$ cat config.mk
export PLATFORM = sky130hd
export DESIGN_NAME = demux16_scan_flat
export DESIGN_NICKNAME = d
export VERILOG_FILES = /design/src/rtl/demux16_pkg.sv /design/src/rtl/demux16_scan_if.sv /design/src/rtl/demux16_sampler.sv /design/src/rtl/demux16_scan.sv /design/src/flat_wrapper.sv
export SDC_FILE = /design/constraint.sdc
export NUM_CORES = 1
export LEC_CHECK = 0
export BUFFER_PORTS_ARGS = -buffer_cell sky130_fd_sc_hd__buf_2
export CAP_MARGIN = 30
export CELL_PAD_IN_SITES_DETAIL_PLACEMENT = 2
export CELL_PAD_IN_SITES_GLOBAL_PLACEMENT = 2
export CORE_ASPECT_RATIO = 0.5
export CORE_MARGIN = 2
export CORE_UTILIZATION = 25
export CTS_CLUSTER_DIAMETER = 80
export DETAILED_ROUTE_END_ITERATION = 10
export PLACE_DENSITY = 0.63
export RECOVER_POWER = 100
export SYNTH_ARGS = -nofsm -noshare
export SYNTH_HDL_FRONTEND = slang
export SYNTH_HIERARCHICAL = 1
export SYNTH_SLANG_ARGS = --single-unit
$ cat constraint.sdc
create_clock -name pck0 -period 4.01 [get_ports pck0]
set_clock_uncertainty 0.15 [all_clocks]
set_input_delay 0.2005 -clock pck0 [delete_from_list [all_inputs] [get_ports pck0]]
set_output_delay 0.2005 -clock pck0 [all_outputs]
set_load 0.05 [all_outputs]
$ cat src/rtl/demux16_pkg.sv
`default_nettype none
// ============================================================================
// Module      : demux16_pkg
// Description : Shared types and constants for the 16-channel scan demux.
// Revision    : 1.0 - initial release
// ============================================================================
package demux16_pkg;

   localparam int NCH       = 16;   // channels behind the external mux
   localparam int SEL_W     = 4;    // select width for NCH channels
   localparam int DWELL_MIN = 3;    // shortest dwell the sampler supports

   typedef enum logic [0:0] {
      IDLE = 1'b0,
      SCAN = 1'b1
   } state_t;

endpackage
`default_nettype wire

$ cat src/rtl/demux16_scan_if.sv
`default_nettype none
// ============================================================================
// Module      : demux16_scan_if
// Description : Scan request, returned mux line and reconstructed word bundle.
//               master = controller/consumer side, slave = demux16_scan.
// Revision    : 1.0 - initial release
// ============================================================================
interface demux16_scan_if;
   import demux16_pkg::*;

   logic             en;
   logic             y_in;
   logic [SEL_W-1:0] sel;
   logic [NCH-1:0]   q;
   logic             frame_done;
   logic             busy;

   modport master (
      output en, y_in,
      input  sel, q, frame_done, busy
   );

   modport slave (
      input  en, y_in,
      output sel, q, frame_done, busy
   );

endinterface
`default_nettype wire

$ cat src/rtl/demux16_sampler.sv
`default_nettype none
// ============================================================================
// Module      : demux16_sampler
// Description : Produces the channel value and the end-of-dwell take strobe.
//               Build option DEMUX16_DEGLITCH_EN: value is the majority of the
//               samples at cnt = DWELL-3, DWELL-2 and DWELL-1. Otherwise the
//               value is the single sample at cnt = DWELL-1.
// Revision    : 1.0 - initial release
// ============================================================================
module demux16_sampler #(
   parameter int DWELL = 4,
   parameter int CNT_W = 8
) (
`ifdef DEMUX16_DEGLITCH_EN
   input  logic             pck0,
   input  logic             nreset,
`endif
   input  logic [CNT_W-1:0] cnt,
   input  logic             y_in,
   output logic             value,
   output logic             take
);

   localparam logic [CNT_W-1:0] C_LAST = CNT_W'(DWELL - 1);

   assign take = (cnt == C_LAST);

`ifdef DEMUX16_DEGLITCH_EN
   localparam logic [CNT_W-1:0] C_LOAD0 = CNT_W'(DWELL - 3);
   localparam logic [CNT_W-1:0] C_LOAD1 = CNT_W'(DWELL - 2);

   logic s0_q, s0_d;
   logic s1_q, s1_d;

   // Clear the vote at dwell start, then capture the two early samples.
   always_comb begin
      s0_d = s0_q;
      s1_d = s1_q;
      if (cnt == '0) begin
         s0_d = 1'b0;
         s1_d = 1'b0;
      end
      if (cnt == C_LOAD0) s0_d = y_in;
      if (cnt == C_LOAD1) s1_d = y_in;
   end

   // Early-sample registers.
   always_ff @(posedge pck0 or negedge nreset) begin
      if (!nreset) begin
         s0_q <= 1'b0;
         s1_q <= 1'b0;
      end else begin
         s0_q <= s0_d;
         s1_q <= s1_d;
      end
   end

   // The third vote is the live line at the take edge.
   assign value = (s0_q & s1_q) | (s0_q & y_in) | (s1_q & y_in);
`else
   assign value = y_in;
`endif

endmodule
`default_nettype wire

$ cat src/rtl/demux16_scan.sv
`default_nettype none
// ============================================================================
// Module      : demux16_scan
// Description : Scan sequencer and 1-to-16 demultiplexer. Steps sel over the
//               16 channels with a DWELL-cycle hold, rebuilds the sampled
//               line into q, which updates atomically once per frame.
//               Build option DEMUX16_DEGLITCH_EN selects 3-sample majority.
// Revision    : 1.0 - initial release
// ============================================================================
module demux16_scan
   import demux16_pkg::*;
#(
   parameter int DWELL = 4,
   parameter int CNT_W = 8
) (
   input  logic           pck0,
   input  logic           nreset,
   demux16_scan_if.slave  bus
);

   localparam logic [SEL_W-1:0] C_SEL_LAST = SEL_W'(NCH - 1);

   state_t           state_q, state_d;
   logic [SEL_W-1:0] sel_q, sel_d;
   logic [CNT_W-1:0] cnt_q, cnt_d;
   logic [NCH-2:0]   shadow_q, shadow_d;
   logic [NCH-1:0]   q_q, q_d;
   logic             frame_done_q, frame_done_d;

   logic             value;
   logic             take;

   demux16_sampler #(
      .DWELL (DWELL),
      .CNT_W (CNT_W)
   ) u_sampler (
`ifdef DEMUX16_DEGLITCH_EN
      .pck0   (pck0),
      .nreset (nreset),
`endif
      .cnt    (cnt_q),
      .y_in   (bus.y_in),
      .value  (value),
      .take   (take)
   );

   // Next-state: dwell counting, channel stepping and frame publication.
   always_comb begin
      state_d      = state_q;
      sel_d        = sel_q;
      cnt_d        = cnt_q;
      shadow_d     = shadow_q;
      q_d          = q_q;
      frame_done_d = 1'b0;
      case (state_q)
         IDLE: begin
            sel_d = '0;
            cnt_d = '0;
            if (bus.en) state_d = SCAN;
         end
         SCAN: begin
            if (take) begin
               cnt_d = '0;
               sel_d = sel_q + 1'b1;
               if (sel_q == C_SEL_LAST) begin
                  // en is only consulted here, so frames are never truncated.
                  q_d          = {value, shadow_q};
                  frame_done_d = 1'b1;
                  if (!bus.en) state_d = IDLE;
               end else begin
                  shadow_d[sel_q] = value;
               end
            end else begin
               cnt_d = cnt_q + 1'b1;
            end
         end
         default: state_d = IDLE;
      endcase
   end

   // State registers; reset discards any partial frame.
   always_ff @(posedge pck0 or negedge nreset) begin
      if (!nreset) begin
         state_q      <= IDLE;
         sel_q        <= '0;
         cnt_q        <= '0;
         shadow_q     <= '0;
         q_q          <= '0;
         frame_done_q <= 1'b0;
      end else begin
         state_q      <= state_d;
         sel_q        <= sel_d;
         cnt_q        <= cnt_d;
         shadow_q     <= shadow_d;
         q_q          <= q_d;
         frame_done_q <= frame_done_d;
      end
   end

   assign bus.sel        = sel_q;
   assign bus.q          = q_q;
   assign bus.frame_done = frame_done_q;
   assign bus.busy       = (state_q == SCAN);

endmodule
`default_nettype wire

$ cat src/flat_wrapper.sv
// flat-port wrapper written by rule: the top's interface ports become plain ports
module demux16_scan_flat import demux16_pkg::*;
#(
   parameter int DWELL = 4,
   parameter int CNT_W = 8
)
  (pck0, nreset, bus_en, bus_y_in, bus_sel, bus_q, bus_frame_done, bus_busy);
  demux16_scan_if bus_i ();
  input  logic pck0;
  input  logic nreset;
  input wire logic [$bits(bus_i.en)-1:0] bus_en;
  input wire logic [$bits(bus_i.y_in)-1:0] bus_y_in;
  output wire logic [$bits(bus_i.sel)-1:0] bus_sel;
  output wire logic [$bits(bus_i.q)-1:0] bus_q;
  output wire logic [$bits(bus_i.frame_done)-1:0] bus_frame_done;
  output wire logic [$bits(bus_i.busy)-1:0] bus_busy;
  assign bus_i.en = bus_en;
  assign bus_i.y_in = bus_y_in;
  assign bus_sel = bus_i.sel;
  assign bus_q = bus_i.q;
  assign bus_frame_done = bus_i.frame_done;
  assign bus_busy = bus_i.busy;
  demux16_scan #(.DWELL(DWELL), .CNT_W(CNT_W)) u_core (.pck0(pck0), .nreset(nreset), .bus(bus_i));
endmodule
### Yosys cells after proc, flatten, opt, wreduce, memory -nomap -nowiden

Index checks and enable logic that the tools add are counted.

* eq/ne operators: 3
* add/sub/neg operators: 2
* bitwise gates (word level): 2
* reduce and logical (&&, ||, !) cells: 3
* multiplexer cells: 14
* $lt $le $gt $ge: 2

Operators by type and width (number)
* $pmux W8 S2: 1
* $bwmux W15: 1
* $add A8 B1 Y8 const B: 1
* $eq A8 B2 Y1 const B: 1
* $mux W8: 1
* $pmux W4 S2: 1
* $mux W1: 7
* $reduce_and A3 Y1: 2
* $lt A4 B5 Y1 const B: 1
* $add A4 B1 Y4 const B: 1
* $demux W1 S4: 1
* $eq A4 B4 Y1 const B: 1
* $ge A4 B1 Y1 const B: 1
* $mux W4: 1
* $ne A2 B2 Y1 const B: 1
* $not A1 Y1: 2
* $pmux W1 S2: 1
* $logic_and A1 B1 Y1: 1

* bits in registers: 45
* input port bits: 4
* output and inout port bits: 22
* word-level logic and storage cells: 32

### Longest topological paths before layout

* word-level depth: 5
* mapped depth: 6
* gate-level depth less buffers: 5

### Modules after synthesis

Netlist, hierarchy kept.

Modules (own cells, without submodules)
* demux16_scan: instances 1, area an instance 2009.4 um2, seq. area each 1126.1 um2, cells each 156
* demux16_sampler: instances 1, area an instance 31.3 um2, seq. area each 0.0 um2, cells each 4

### Worst setup path after synthesis

Ideal clock, no wire load.

* path type: register to register
* from: reg u_core.cnt_q[7]
* to: reg u_core.shadow_q[3]
* data required time: 3735 ps
* arrival: 2047 ps
* library setup time: 125 ps
* cell stages (with the launch flop): 7
* period minus slack after synthesis: 2321 ps
* path buffers: 1
* slack: 1689 ps
* cells stage by stage: dfrtp_1 or4_1 nor4_2 buf_2 nand3_1 nor3_1 mux2_2

* longest elaborated chain between the ends: 2

RTL lines
* start: declaration: line demux16_scan.sv:25 `logic [CNT_W-1:0] cnt_q, cnt_d;`
* start signal: assignment: line demux16_scan.sv:93 `cnt_q <= cnt_d;`
* $eq A8 B2 Y1: line demux16_sampler.sv:26 `assign take = (cnt == C_LAST);`
* via u_core.take: line demux16_scan.sv:31 `logic take;`
* $reduce_and A3 Y1 (no line)
* end signal: assignment: line demux16_scan.sv:94 `shadow_q <= shadow_d;`
* end: declaration: line demux16_scan.sv:26 `logic [NCH-2:0] shadow_q, shadow_d;`

The timed path passes the listed nets, and every way through them passes these cells.
A chain may end at the register's enable or synchronous reset.

### Final worst setup path

* from: reg u_core.cnt_q[6]
* to: reg u_core.q_q[13], in the netlist u_core/bus.q[13]

* longest elaborated chain between the ends: 2

RTL lines
* $eq A8 B2 Y1: line demux16_sampler.sv:26
* via u_core.take: line demux16_scan.sv:31
* $reduce_and A3 Y1 (no line)
* end signal: assignment: line demux16_scan.sv:95 `q_q <= q_d;`
* end: declaration: line demux16_scan.sv:27 `logic [NCH-1:0] q_q, q_d;`

The timed path passes the listed nets, and every way through them passes these cells.

==> summary.txt <==
Clock network
  • CTS Buf Count: 5
  • CTS tree: yes
  • Max clock buf depth: 2
  • Root Buffer: clkbuf_16
  • CTS H-Tree Depth: 2
  • Clock transition at path regs: 0.07 ns
  • Clock latency on the worst-skew pair: 0.28 ns
  • Post-CTS Resized: 0
  • Post-CTS Setup Inserts: 0
  • Clk sinks: 45

Placement
  • PortBufs: 25
  • DP Area: 2267 sq um
  • GP Congestion: 0.8193
  • HPWL after DPL: 3083 microns
  • Placed Cells: 291
  • Setup WS pre-CTS: 1.461 ns

Logic synthesis
  • Top_reg_cell synth: dfrtp_1
  • Synth area leader: dfrtp_1
  • Count of flip-flops with a built-in enable after synthesis: 0
  • Syn nets: 169
  • Synthesized area: 2041 sq um
  • Flop and latch count out of synthesis: 45
  • Synthesized area per cell: 12.75 sq um
  • Sequential element share of the synthesized area: 55.18%
  • FFs w/ async S/R, synth: 100.0%
  • Synth top area share: 55.18%
  • YS warnings: 6
  • Synth area leaders: dfrtp_1 (55%), mux2_2 (12%), mux2_4 (6.6%)
  • Yosys cell types: 28
  • Post-Synthesis Cells: 160

STA
  • Period utilization: 71.64%
  • Finish-stage setup viols: 0
  • Worst-margin pin slew: 1.344 ns
  • Hold WS: 0.2232 ns
  • Fmax: 348.1 MHz
  • Minimum clock period: 2.873 ns
  • PnR worst setup slack: 1.137 ns
  • Slew HR: 10.42%
  • Setup TNS Final: 0 ns
  • Hold Fails Final Rpt: 0
  • Pins over their slew limit: 0
  • RSZ-0062 raised after global routing: false

Power
  • Psw: 0.4999 mW
  • Pint: 0.9720 mW
  • Clk pwr share: 32.1%
  • Sw frac: 33.96%
  • Final Power: 1.472 mW
  • Leak Pwr: 1.071 nW
  • VDD IR max: 164.9 uV
  • Cell Pwr Density: 623.4 nW/um^2
  • Power share of the combinational group: 23.9%
  • Sequential share of power: 44.0%

Floorplanning
  • Die area: 8945 sq um
  • Starting density of the core: 25.60%
  • DIE HEIGHT: 67.89 microns
  • Core box area: 7971 sq um
  • I/O pin total: 26
  • Die span in x: 131.8 microns
  • Cell row count: 23

Setup path
  • Critical setup path kind: register to register
  • Reg2reg path depth: 6
  • CP Capture Type: register
  • Worst R2R Setup Slack: 1.14 ns
  • Worst r2r dst: u_core/bus.q[13]
  • Crit path max-delay cell type: or4_1
  • Buf/Inv on CP: 1
  • Crit path cell chain: or4_1 -> nor4_1 -> clkbuf_1 -> and3_1 -> nand3_4 -> mux2_1
  • CP required: 4.03 ns
  • Critical Path Start Type: register
  • Worst Setup EP: u_core/bus.q[13]
  • Crit path depth: 6
  • WP data arrival: 2.89 ns
  • Slowest stage delay, CP: 0.51 ns
  • Worst r2r src: u_core/cnt_q[6]
  • Crit Path Max Fanout: 17
  • Crit path launch: u_core/cnt_q[6]
  • Largest delay share family, worst path: simple AND/OR/NAND/NOR gates

Route
  • First drt pass iteration count: 4
  • Residual DRC: 0
  • Vias after detailed routing: 1288
  • Wirelength per Cell: 14.65 microns
  • Post-Route WL: 4409 microns
  • Vias per cell: 4.279
  • DRT iter0 DRCs: 49
  • ANT nets after route: 0

Global route
  • First-pass GRT wire length: 7521 microns
  • Vias in the first global route: 1410
  • Gr ovfl total: 0
  • Antenna violations before repair: 0
  • Largest net degree at the start of global routing: 26
  • GRT Total Usage: 10.85%

Layout
  • Final instance area: 2361 sq um
  • Most common cell after layout, fill and taps aside: dfrtp_1
  • Most frequent cells in the layout: dfrtp_1 (45), clkbuf_1 (26), mux2_2 (22), nor2_1 (12)
  • Fraction of layout cells with a size suffix above 1: 16.93%
  • Antenna Cells: 0
  • Finished Core Util: 29.62%
  • Area growth syn-to-layout: 15.70%
  • Nets: 197
  • Non-filler instance count after layout: 301

Flow run
  • Max-cap violation count: 0

Worst hold path
  • Hold path cells: 2
  • Worst Hold Class: primary input to register

Outcome
  • Status: finished, final reports clean
-- power by group through the flow --
stage          sequential, mW  combinational, mW  clock [mW]
2_1_floorplan           0.681              0.249           0
3_3_place_gp            0.654              0.351           0
3_5_place_dp            0.661              0.372           0
4_1_cts                 0.653              0.377       0.485
5_1_grt                 0.670              0.398       0.501
6_report                0.648              0.352       0.472
-- Yosys cell counts, types with 4 or more instances --
cell type	n
and2_1	4
buf_6	4
dfrtp_1	45
ha_1	5
inv_1	4
mux2_2	22
mux2_4	9
nand2_1	7
nand3_1	9
nor2_1	12
nor3_1	7
-- layout make-up --
cell class / count / area (sq um)
inverters: 4 / 15.01
clock buffers: 6 / 128.9
clock inverters: 2 / 38.79
fillers: 881 / 5610
multi-input cells: 103 / 788.3
repair buffers: 29 / 123.9
well taps: 112 / 140.1
flip-flops and latches: 45 / 1126
-- cells by family (layout without fill, tap and decap cells) --
logic type / Yosys count / in the layout / share of synthesized area [%]
mux: 32 / 32 / 19.25
xor+xnor: 6 / 6 / 2.576
flops: 45 / 45 / 55.18
fa+ha+maj: 5 / 5 / 3.066
compound gates: 7 / 7 / 1.839
buf+inv: 12 / 41 / 3.985
simple gates: 53 / 53 / 14.10
-- what timing repair did --
action	CTS	global route
hold buffers	2	0
setup endpoints to repair	0	0
hold endpoints to repair	21	0
-- worst register-to-register path, delay by kind of cell (launching register included) --
family	cells	cell delay, ns
flops	1	0.41
buf+inv	1	0.46
simple gates	4	1.30
mux	1	0.43
-- layer usage --
layer / vias up / part of all wire, % / global-route usage [%]
met5: - / 0 / 0
met2: 13 / 50 / 18.72
li1: 599 / - / -
met4: 0 / 1.7 / 4.484
met3: 7 / 2.8 / 2.370
met1: 669 / 46 / 13.61
-- registers in the layout, summed over array words and instances, names as in the netlist --
register / flops
u_core/bus.busy: 1
u_core/bus.frame_done: 1
u_core/bus.q: 16
u_core/bus.sel: 4
u_core/cnt_q: 8
u_core/shadow_q: 15
-- worst min-delay path by stage --
| stage | slack (ns) | from | endpoint |
|---|---|---|---|
| finish | 0.22 | bus_y_in | u_core/bus.q[15] |
| global route | 0.26 | bus_y_in | u_core/bus.q[15] |
| CTS | 0.24 | bus_y_in | u_core/bus.q[15] |
| detailed placement | 0.06 | nreset | u_core/cnt_q[0] |
| global placement | 0.25 | bus_en | u_core/bus.busy |
| floorplan | -0.25 | nreset | u_core/bus.busy |
(Power assumes the default switching activity.)
